**src/rtl/if_fetch.sv**
```systemverilog
// Instruction-fetch front end: owns the PC, issues req/gnt/rvalid fetches, buffers
// returned words in a 2-entry FIFO and drives if22id_bus; redirects drop stale responses.
module if_fetch #(
  parameter logic [31:0] RESET_PC  = 32'h8000_0000,
  parameter int          IF22ID_WD = 65,
  parameter int          STALL_WD  = 6
) (
  input  logic                 clk,
  input  logic                 rst,
  input  logic                 flush,
  input  logic [31:0]          flush_pc,
  input  logic [32:0]          br_bus,
  input  logic [STALL_WD-1:0]  stall,
  output logic                 imem_req,
  output logic [31:0]          imem_addr,
  input  logic                 imem_gnt,
  input  logic                 imem_rvalid,
  input  logic [31:0]          imem_rdata,
  output logic [IF22ID_WD-1:0] if22id_bus
);

  logic        br_e, hold, redirect, issue, push, pop, kill_rsp;
  logic [31:0] br_addr, target;
  logic [2:0]  occupancy;

  logic [31:0] pc_q, pc_d;
  logic [1:0]  out_q, out_d;
  logic [1:0]  kill_q, kill_d;
  logic [1:0]  fifo_cnt_q, fifo_cnt_d;
  logic        tag_wp_q, tag_wp_d, tag_rp_q, tag_rp_d;
  logic        fifo_wp_q, fifo_wp_d, fifo_rp_q, fifo_rp_d;
  logic [31:0] tag_q       [2];
  logic [31:0] fifo_inst_q [2];
  logic [31:0] fifo_pc_q   [2];
  logic        unused_stall;

  assign br_e         = br_bus[32];
  assign br_addr      = br_bus[31:0];
  assign hold         = stall[1];
  assign unused_stall = ^{stall[STALL_WD-1:2], stall[0]};

  // A branch is only taken when decode accepts this cycle; flush always wins.
  assign redirect  = flush | (br_e & ~hold);
  assign target    = flush ? flush_pc : br_addr;
  assign occupancy = {1'b0, fifo_cnt_q} + {1'b0, out_q};

  assign imem_req  = ~rst & ~redirect & (occupancy < 3'd2);
  assign imem_addr = pc_q;
  assign issue     = imem_req & imem_gnt;
  assign kill_rsp  = imem_rvalid & (kill_q != 2'd0);
  assign push      = imem_rvalid & (kill_q == 2'd0) & ~redirect;
  assign pop       = (fifo_cnt_q != 2'd0) & ~hold & ~redirect;

  assign if22id_bus = (fifo_cnt_q != 2'd0)
                    ? {fifo_inst_q[fifo_rp_q], 1'b1, fifo_pc_q[fifo_rp_q]}
                    : '0;

  always_comb begin
    pc_d       = pc_q;
    out_d      = out_q + {1'b0, issue} - {1'b0, imem_rvalid};
    kill_d     = kill_q;
    tag_wp_d   = tag_wp_q;
    tag_rp_d   = tag_rp_q;
    fifo_wp_d  = fifo_wp_q;
    fifo_rp_d  = fifo_rp_q;
    fifo_cnt_d = fifo_cnt_q;

    if (redirect)   pc_d = target;
    else if (issue) pc_d = pc_q + 32'd4;

    if (issue)       tag_wp_d = ~tag_wp_q;
    if (imem_rvalid) tag_rp_d = ~tag_rp_q;

    // Every request still in flight after this cycle belongs to the old path.
    if (redirect)      kill_d = out_q - {1'b0, imem_rvalid};
    else if (kill_rsp) kill_d = kill_q - 2'd1;

    if (redirect) begin
      fifo_wp_d  = 1'b0;
      fifo_rp_d  = 1'b0;
      fifo_cnt_d = 2'd0;
    end else begin
      if (push) fifo_wp_d = ~fifo_wp_q;
      if (pop)  fifo_rp_d = ~fifo_rp_q;
      fifo_cnt_d = fifo_cnt_q + {1'b0, push} - {1'b0, pop};
    end
  end

  always_ff @(posedge clk) begin
    if (rst) begin
      pc_q       <= RESET_PC;
      out_q      <= 2'd0;
      kill_q     <= 2'd0;
      tag_wp_q   <= 1'b0;
      tag_rp_q   <= 1'b0;
      fifo_wp_q  <= 1'b0;
      fifo_rp_q  <= 1'b0;
      fifo_cnt_q <= 2'd0;
    end else begin
      pc_q       <= pc_d;
      out_q      <= out_d;
      kill_q     <= kill_d;
      tag_wp_q   <= tag_wp_d;
      tag_rp_q   <= tag_rp_d;
      fifo_wp_q  <= fifo_wp_d;
      fifo_rp_q  <= fifo_rp_d;
      fifo_cnt_q <= fifo_cnt_d;
    end
  end

  // Payload storage needs no reset; validity comes from the pointers and counts.
  always_ff @(posedge clk) begin
    if (issue) tag_q[tag_wp_q] <= pc_q;
    if (push) begin
      fifo_inst_q[fifo_wp_q] <= imem_rdata;
      fifo_pc_q[fifo_wp_q]   <= tag_q[tag_rp_q];
    end
  end

  a_rvalid_has_outstanding: assert property (
    @(posedge clk) disable iff (rst) imem_rvalid |-> (out_q != 2'd0));

endmodule

```
**config.mk**
```make
export PLATFORM = sky130hd
export DESIGN_NAME = if_fetch
export DESIGN_NICKNAME = d
export VERILOG_FILES = /design/src/rtl/if_fetch.sv
export SDC_FILE = /design/constraint.sdc
export NUM_CORES = 1
export LEC_CHECK = 0
export CORE_MARGIN = 2
export CORE_UTILIZATION = 53
export CTS_BUF_LIST = sky130_fd_sc_hd__clkbuf_8
export CTS_CLUSTER_SIZE = 10
export DETAILED_ROUTE_END_ITERATION = 12
export GPL_ROUTABILITY_DRIVEN = 0
export PLACE_DENSITY = 0.83
export SKIP_LAST_GASP = 1
export SLEW_MARGIN = 0
export SYNTH_ARGS = -nofsm -noshare
export SYNTH_HDL_FRONTEND = slang
export SYNTH_SLANG_ARGS = --single-unit
```
**constraint.sdc**
```tcl
create_clock -name clk -period 6.05 [get_ports clk]
set_input_delay 0.9075 -clock clk [delete_from_list [all_inputs] [get_ports clk]]
set_output_delay 0.9075 -clock clk [all_outputs]
set_load 0.02 [all_outputs]
```
==> out/qor.yml, run 1 <==
routing:
  wirelength_mm: 23.10
  wire_per_inst_um: 18.97
  viasPerCell: 5.581
  dr.pass1.iters: 5
  drt_iter0_drc: 350
  drcViolationCount: 0
  via_count: 6798
  ant_nets: 0
synth:
  yosysUniqueCellTypes: 63
  yosys.area.top_type: "edfxtp_1"
  yosys.area.top_type_share_pct: 57.57
  syn_inst: 750
  synth_fp_nets: 865
  ys_top_cells_by_area: "edfxtp_1 58%, dfxtp_1 8.8%, mux2i_1 6.5%, nor2_1 3.9%, mux2_2 3.6%"
  synth_ff_type: "edfxtp_1"
  synth_edf_count: 192
  yosysSeqAreaShare_pct: 66.37
  synth-seq-cells: 236
  yosys_warnings: 0
  ys_top_cells_by_count: "192 x edfxtp_1, 104 x nor2_1, 65 x mux2i_1, 44 x dfxtp_1, 33 x nand2_1"
  async_reset_ff_share_pct: 0
  syn_area_mm2: 0.01001
  synth.most_common_cell: "edfxtp_1"
  avgSynthCellArea_um2: 13.35
worst_setup_path:
  crit_type: "primary input to output pin"
  max_stage_delay_ns: 0.65
  crit_slowest_cell: "clkdlybuf4s50_1"
  cp_cell_sequence: "buf_2, nor2_1, nand2_1, nor3_1, clkdlybuf4s50_1"
  timing.rr.start: "fifo_cnt_q[0]"
  cpLargestDelayFamily: "simple AND/OR/NAND/NOR gates"
  critical_path_arrival_ns: 2.98
  r2r_slack_ns: 3.10
  path_buf_inv: 2
  start_kind: "primary input"
  endpoint_kind: "output pin"
  timing.rr.end: "imem_addr[26]"
  reg2reg_depth: 8
  cp_max_fo: 44
  required_ns: 5.14
clocking:
  cts.sinks: 236
  clock_latency_ns: 0.53
  clock_path_buffers: 3
  cts_tree: "done"
  cts_hold_buf: 0
  clk_pin_slew_ns: 0.06
  cts_buffers: 37
  cts_resized: 0
  htreeDepth: 2
  cts_root_buffer: "clkbuf_8"
  post_cts.repair.setup_buffers: 0
global_routing:
  antenna_found_initial: 0
  overflow: 0
  use_met1_pct: 27.25
  grt_max_degree: 70
  grtUsageMet3_pct: 6.244
  grt_pass1_wl_mm: 34.96
  grt.total_usage_pct: 22.55
  gr-usage-met2_pct: 39.27
  grt_pass1_vias: 6700
  top_usage_layer: "met2"
sta:
  maxSlewViolCount: 0
  period_share_pct: 64.30
  relSlewSlack_pct: 31.18
  tns_ns: 0
  hold_ws_ns: 0.4833
  tightest_slew_ns: 1.030
  rsz0062_at_grt: "false"
  setup_viol: 0
  fmax_ghz: 0.2571
  fin_worst_skew_ns: 0.02567
  hold_viol: 0
  period_needed_ns: 3.890
floorplan:
  die_w_um: 141.5
  row_count: 50
  die_y_um: 141.5
  fp.dieArea_mm2: 0.02001
  num_io_pins: 206
  core_mm2: 0.01864
  initial_core_util_pct: 53.72
place:
  dpl.cell_count: 1150
  portBuffers: 200
  hpwl_mm: 15.03
finish:
  drive_gt1_share_pct: 10.98
  n_antenna_cell: 0
  final_cells: 1218
  fill_cells: 1349
  area_growth_pct: 28.62
  final_util_pct: 69.09
  layout.nets: 1070
flow_run:
  drv_cap: 0
pwr:
  leakagePower_nw: 4.261
  finalPower_mw: 3.427
  power_density_mw_per_mm2: 266.0
  ir_drop_v: 0.0001267
hold_path:
  min_path_cells: 0
  hold_path_class: "register to register"
  min_to: "tag_q[0][1]"
  hp-start: "imem_addr[1]"
status:
  status: "complete, no violations"
-- power by group --
part | internal, mW | switching, mW
sequential | 1.82 | 0.0442
combinational | 0.172 | 0.174
clock | 0.634 | 0.584
total | 2.62 | 0.803
-- how the worst max path moves through the flow --
stage / startpoint / end / slack (ns) / cells after the start
6_report: rst / imem_req / 2.16 / 5
5_1_grt: rst / imem_req / 2.01 / 5
4_1_cts: rst / imem_req / 2.16 / 5
3_5_place_dp: stall[1] / fifo_pc_q[0][29] / 2.12 / 8
3_3_place_gp: rst / imem_req / 2.13 / 5
2_1_floorplan: br_bus[32] / fifo_inst_q[0][0] / 0.92 / 5
-- cell type report --
type	instances	area (µm²)	area share, %
sequential	236	6650	51.63
multi-input combinational	455	3120	24.23
timing repair buffer	210	2079	16.14
clock buffer	42	578.1	4.488
tap	234	292.8	2.273
clock inverter	26	103.9	0.8062
inverter	15	56.30	0.4371
-- stage by stage --
stage                     setup slack (ns)  area, µm²
after floorplan                     0.9229      10010
after global placement               2.127      12200
after detailed placement             2.120      12200
after CTS                            2.156      12880
after global routing                 2.009      12880
final                                2.160      12880
-- cells in the final DEF, fill, tap and decap left out, types with 3 or more instances in the layout --
cell type	Yosys	routed
a2111oi_0	4	4
a211oi_1	10	10
a21oi_1	30	30
a22oi_1	3	3
a31oi_1	3	3
and3_1	8	8
and4_1	3	3
buf_4	0	9
clkbuf_8	3	42
clkdlybuf4s50_1	0	198
clkinv_1	0	5
dfxtp_1	44	43
edfxtp_1	192	192
ha_1	6	6
inv_1	15	33
mux2_2	32	32
mux2i_1	65	65
nand2_1	33	33
nand2b_1	8	8
nand3_1	11	11
nand4_1	9	9
nor2_1	104	102
nor2b_1	10	9
nor3_1	22	22
nor4_1	7	7
o21ai_0	12	12
o22ai_1	5	5
or3_1	4	4
xnor2_1	17	17
xor2_1	6	6
-- state kept, by name, summed over array words and instances, names as in the netlist, named ones only --
register	count
fifo_inst_q	64
fifo_pc_q	64
tag_q	64
imem_addr	32
fifo_cnt_q	2
kill_q	2
out_q	2
fifo_rp_q	1
fifo_wp_q	1
tag_rp_q	1
tag_wp_q	1
-- worst register-to-register path: stages, from the launching register on --
cell and delay [ns]:
dfxtp_1 0.38, inv_1 0.08, nor2_1 0.12, fa_1 0.51, or4b_4 0.60, nor3_1 0.45
nor4b_2 0.37, xnor2_1 0.19, o22ai_1 0.11
-- metal layers --
layer	up-vias	share of wire [%]
li1	3214	-
met1	3253	41
met2	292	49
met3	39	7.9
met4	0	2.1
met5	-	0
-- logic make-up after synthesis --
family / count (synthesis) / share of synthesized area (%)
multiplexers: 97 / 10.09
buffers and inverters: 59 / 2.724
AND/OR/NAND/NOR: 239 / 11.98
flip-flops: 236 / 66.37
adder cells (fa/ha/maj): 7 / 0.9495
AO/OA/AOI/OAI: 89 / 5.872
XOR/XNOR: 23 / 2.011
No activity file was read; power rests on OpenSTA's default activity.
==> run 2, diff against run 1 <==
- clock period: 6.05 -> 3.6 ns (I/O delays scaled with it)
==> out/qor.yml, run 2 (synthesis gave the netlist of run 1 again) <==
finish:
  design_area_mm2: 0.01298  # was 0.01288 mm²
  n_antenna_cell: 0  # unchanged
  layout_commonest_cell: "clkdlybuf4s50_1"  # unchanged
  final_cells: 1227  # was 1218
  layout.nets: 1079  # was 1070
  top_regs: "fifo_inst_q (64), fifo_pc_q (64), tag_q (64)"  # unchanged
  final_cell_mix: "198 x clkdlybuf4s50_1, 192 x edfxtp_1, 102 x nor2_1"  # unchanged
  final_util_pct: 69.61  # was 69.09%
  area_growth_pct: 29.58  # was 28.62%
  drive_gt1_share_pct: 12.08  # was 10.98%
worst_setup_path:
  required_ns: 3.06  # was 5.14 ns
  reg2reg_depth: 8  # unchanged
  start_kind: "register"  # was primary input
  endpoint: "if22id_bus[54]"  # was imem_req
  crit_type: "register to output pin"  # was primary input to output pin
  r2r_slack_ns: 0.71  # was 3.10 ns
  critical_path_arrival_ns: 2.51  # was 2.98 ns
  endpoint_kind: "output pin"  # unchanged
  cp_max_fo: 38  # was 44
  timing.rr.start: "fifo_cnt_q[0]"  # unchanged
  timing.rr.end: "imem_addr[26]"  # unchanged
place:
  portBuffers: 200  # unchanged
  hpwl_mm: 15.14  # was 15.03 mm
  dpl.cell_count: 1158  # was 1150
  place_area_mm2: 0.01227  # was 0.01220 mm²
  pre_cts_ws_ns: 0.7035  # was 2.120 ns
global_routing:
  grt_pass1_vias: 6781  # was 6700
  overflow: 0  # unchanged
  grt_max_degree: 69  # was 70
  grt.total_usage_pct: 22.69  # was 22.55%
  grt_pass1_wl_mm: 35.02  # was 34.96 mm
  antenna_found_initial: 0  # unchanged
pwr:
  combPwrFrac_pct: 10.1  # about the same
  power_density_mw_per_mm2: 447.6  # was 266.0 mW/mm²
  p_switching_mw: 1.366  # was 0.8028 mW
  ir_drop_v: 0.0002504  # was 0.0001267 V
  clkPwrFrac_pct: 36.1  # was 35.6%
  finalPower_mw: 5.809  # was 3.427 mW
  leakagePower_nw: 4.317  # was 4.261 nW
  p_seq_share_pct: 53.8  # was 54.3%
  intPower_mw: 4.443  # was 2.624 mW
  swShare_pct: 23.51  # was 23.43%
routing:
  wirelength_mm: 23.15  # was 23.10 mm
  drcViolationCount: 0  # unchanged
  via_count: 6900  # was 6798
  wire_per_inst_um: 18.86  # was 18.97 µm
  drt_iter0_drc: 378  # was 350
  viasPerCell: 5.623  # was 5.581
  ant_nets: 0  # unchanged
  dr.pass1.iters: 4  # was 5
clocking:
  cts.sinks: 236  # unchanged
  cts_hold_buf: 0  # unchanged
  cts_root_buffer: "clkbuf_8"  # unchanged
  htreeDepth: 2  # unchanged
  clock_latency_ns: 0.54  # was 0.53 ns
  cts_resized: 0  # unchanged
  clock_path_buffers: 3  # unchanged
  cts_tree: "done"  # unchanged
  clk_pin_slew_ns: 0.07  # was 0.06 ns
  post_cts.repair.setup_buffers: 0  # unchanged
  cts_buffers: 38  # was 37
sta:
  setup_viol: 0  # unchanged
  setup_slack_ns: 0.5489  # was 2.160 ns
  period_share_pct: 84.75
  fin_worst_skew_ns: 0.02123  # was 0.02567 ns
  tns_ns: 0  # unchanged
  fmax_ghz: 0.3277
  period_needed_ns: 3.051
  relSlewSlack_pct: 48.69  # was 31.18%
  hold_viol: 0  # unchanged
  hold_ws_ns: 0.4305  # was 0.4833 ns
  rsz0062_at_grt: "false"  # unchanged
  tightest_slew_ns: 0.7697  # was 1.030 ns
  maxSlewViolCount: 0  # unchanged
floorplan:
  die_y_um: 141.5  # unchanged
  fp.dieArea_mm2: 0.02001  # unchanged
  core_mm2: 0.01864  # unchanged
  num_io_pins: 206  # unchanged
  row_count: 50  # unchanged
  initial_core_util_pct: 53.72  # unchanged
  die_w_um: 141.5  # unchanged
status:
  status: "complete, no violations"  # unchanged
hold_path:
  hold_path_class: "primary input to register"  # was register to register
flow_run:
  drv_cap: 0  # unchanged
[run 2: layer usage]
layer	part of all wire, %	wire length, µm	vias to the layer above	track usage [%]
met5	0	0	-	0
met4	2.9	682	0	9.474
met3	7.2	1669	51	6.311
met2	50	11480	267	38.58
met1	40	9313	3346	27.40
li1	-	-	3236	-
[run 2: layout make-up]
type	count	area [µm²]
flip-flops and latches	236	6650
fillers	1318	5665
repair buffers	218	2152
well taps	234	292.8
multi-input cells	455	3122
clock inverters	26	112.6
inverters	15	56.30
clock buffers	43	591.8
[run 2: power groups by stage]
| stage | logic, mW | registers, mW | clock network [mW] |
|---|---|---|---|
| 2_1_floorplan | 0.281 | 3.19 | 0 |
| 3_3_place_gp | 0.567 | 3.18 | 0 |
| 3_5_place_dp | 0.582 | 3.18 | 0 |
| 4_1_cts | 0.587 | 3.13 | 2.15 |
| 5_1_grt | 0.629 | 3.14 | 2.26 |
| 6_report | 0.586 | 3.13 | 2.10 |
[run 2: how the worst min path moves through the flow]
stage,from,to,slack [ns],depth (start not counted)
3_5_place_dp,imem_addr[1],tag_q[1][1],0.48,0
3_3_place_gp,imem_addr[0],tag_q[0][0],0.47,0
2_1_floorplan,tag_rp_q,register,0.48,2
5_1_grt,flush,fifo_cnt_q[0],0.42,3
4_1_cts,flush,fifo_cnt_q[0],0.41,3
6_report,flush,fifo_cnt_q[0],0.43,3
[run 2: worst max-delay path: stages (launching register included)]
cell and delay, ns:
dfxtp_4 0.72, buf_12 0.35, mux2i_1 0.13, nor2_1 0.15
clkdlybuf4s50_1 0.64
==> run 3, diff against run 2 <==
- CORE_UTILIZATION: 53 -> 48
- PLACE_DENSITY: 0.83 -> 0.8
- clock period: 3.6 -> 2.8 ns (I/O delays scaled with it)
==> out/qor.yml, run 3 (synthesis gave the netlist of run 1 again) <==
clocking:
  cts_root_buffer: "clkbuf_8"  # unchanged
  clock_latency_ns: 0.53  # was 0.54 ns
  cts_buffers: 39  # was 38
  cts.sinks: 236  # unchanged
  cts_hold_buf: 0  # unchanged
  clock_path_buffers: 3  # unchanged
  htreeDepth: 2  # unchanged
  clk_pin_slew_ns: 0.06  # was 0.07 ns
  cts_tree: "done"  # unchanged
flow_run:
  drv_cap: 0  # unchanged
sta:
  fmax_ghz: 0.3784
  period_needed_ns: 2.643
  hold_viol: 0  # unchanged
  setup_slack_ns: 0.1570  # was 0.5489 ns
  maxSlewViolCount: 0  # unchanged
  rsz0062_at_grt: "true"  # was false
  tightest_slew_ns: 0.5999  # was 0.7697 ns
  relSlewSlack_pct: 60.00  # was 48.69%
  setup_viol: 0  # unchanged
  period_share_pct: 94.39
  tns_ns: 0  # unchanged
  fin_worst_skew_ns: 0.01636  # was 0.02123 ns
pwr:
  combPwrFrac_pct: 10.2  # was 10.1%
  intPower_mw: 5.796  # was 4.443 mW
  power_density_mw_per_mm2: 569.7  # was 447.6 mW/mm²
  swShare_pct: 23.22  # was 23.51%
  leakagePower_nw: 4.446  # was 4.317 nW
  p_seq_share_pct: 53.2  # was 53.8%
  clkPwrFrac_pct: 36.5  # was 36.1%
  finalPower_mw: 7.549  # was 5.809 mW
  p_switching_mw: 1.753  # was 1.366 mW
  ir_drop_v: 0.0003581  # was 0.0002504 V
finish:
  fill_cells: 1497  # was 1318
  drive_gt1_share_pct: 13.55  # was 12.08%
  top_regs: "fifo_inst_q (64), fifo_pc_q (64), tag_q (64)"  # unchanged
  multiInputGateArea_mm2: 0.003133  # was 0.003122 mm²
  final-seq-area_mm2: 0.006650  # unchanged
  final_cell_mix: "198 x clkdlybuf4s50_1, 192 x edfxtp_1, 102 x nor2_1"  # unchanged
  layout.nets: 1097  # was 1079
  n_antenna_cell: 0  # unchanged
  final_cells: 1281  # was 1227
  area_growth_pct: 32.31  # was 29.58%
  layout_commonest_cell: "clkdlybuf4s50_1"  # unchanged
worst_setup_path:
  max_stage_delay_ns: 0.49  # was 0.72 ns
  crit_slowest_cell: "fa_2"  # was dfxtp_4
  cp_max_fo: 10  # was 38
  crit_type: "register to register"  # was register to output pin
  start_kind: "register"  # unchanged
  cp_cell_sequence: "inv_1, nor2_1, fa_2, nor4b_4, buf_6, nand4_2, or3_1, a311o_1, a21oi_1"  # was buf_12, mux2i_1, nor2_1, clkdlybuf4s50_1
  endpoint_kind: "register"  # was output pin
  r2r_slack_ns: 0.16  # was 0.71 ns
  critical_path_arrival_ns: 3.10  # was 2.51 ns
  required_ns: 3.26  # was 3.06 ns
global_routing:
  grt_pass1_wl_mm: 35.56  # was 35.02 mm
  overflow: 0  # unchanged
  grt.total_usage_pct: 20.82  # was 22.69%
  grt_max_degree: 69  # unchanged
  grt_pass1_vias: 6702  # was 6781
  antenna_found_initial: 0  # unchanged
floorplan:
  fp.dieArea_mm2: 0.02203  # was 0.02001 mm²
  die_y_um: 148.4  # was 141.5 µm
  num_io_pins: 206  # unchanged
  initial_core_util_pct: 49.18  # was 53.72%
  row_count: 52  # was 50
  die_w_um: 148.4  # was 141.5 µm
  core_mm2: 0.02036  # was 0.01864 mm²
hold_path:
  hold_path_class: "primary input to register"  # unchanged
routing:
  drcViolationCount: 0  # unchanged
  drt_iter0_drc: 411  # was 378
  wire_per_inst_um: 17.96  # was 18.86 µm
  dr.pass1.iters: 5  # was 4
  wirelength_mm: 23.00  # was 23.15 mm
  viasPerCell: 5.360  # was 5.623
  ant_nets: 0  # unchanged
  via_count: 6866  # was 6900
place:
  pre_cts_ws_ns: 0.1350  # was 0.7035 ns
  portBuffers: 200  # unchanged
  dpl.cell_count: 1200  # was 1158
  hpwl_mm: 15.26  # was 15.14 mm
status:
  status: "complete, no violations"  # unchanged
-- run 3: cell types whose count changed in the layout (fill, tap and decap cells not counted), moves of 2 or more --
cell	change
clkinv_1	+5
buf_12	+5
clkinvlp_4	-2
inv_1	-4
buf_4	+11
-- run 3: path summary, 6_finish.rpt --
check | startpoint | to | cells after the start
setup / recovery | fifo_cnt_q[0] | imem_addr[14] | 9
hold / removal | flush | imem_addr[21] | 3
hold reg to reg | imem_addr[27] | tag_q[1][27] | 0
setup reg to reg | fifo_cnt_q[0] | imem_addr[14] | 9
-- run 3: area by class of cell --
cell class              instances  share of cell area, %
multi-input cells             455                  23.64
clock buffers                  42                  4.363
well taps                     270                  2.550
repair buffers                235                  17.73
inverters                      15                 0.4249
flip-flops and latches        236                  50.19
clock inverters                28                  1.095
-- run 3: power by group through the flow --
stage	sequential, mW	clock [mW]	combinational [mW]
finish	4.02	2.76	0.771
global route	4.03	3.00	0.833
CTS	4.02	2.84	0.772
detailed placement	4.09	0	0.767
global placement	4.08	0	0.749
floorplan	4.10	0	0.362
-- run 3: critical path: cells and delay by family, from the launching register on --
family / cells / cell delay (ns)
and+or+nand+nor: 4 / 0.96
DFF: 1 / 0.38
adders and majority gates: 1 / 0.49
AOI/OAI and AO/OA: 2 / 0.44
buffers and inverters: 2 / 0.28
-- run 3: repair_timing --
action | 4_1_cts | 5_1_grt
buffers inserted | 0 | 11
pin swaps | 0 | 1
gates resized for setup | 1 | 3
setup endpoints to repair | 1 | 7
-- run 3: routing by layer --
metal  share of wire [%]  vias to the layer above  wire, µm  global-route usage [%]
met5                   0                        -         0                       0
met4                 2.4                        0       546                   6.857
met3                 8.4                       42      1924                   6.135
met2                  48                      282     11050                   34.47
met1                  41                     3277      9486                   26.45
li1                    -                     3265         -                       -
-- run 3: through the flow --
stage	util, %	area [µm²]	hold WS (ns)
2_1_floorplan	-	10030	0.4799
3_3_place_gp	61.04	12430	0.4631
3_5_place_dp	61.04	12430	0.4804
4_1_cts	64.59	13150	0.2890
5_1_grt	65.07	13250	0.3036
6_report	65.07	13250	0.3344
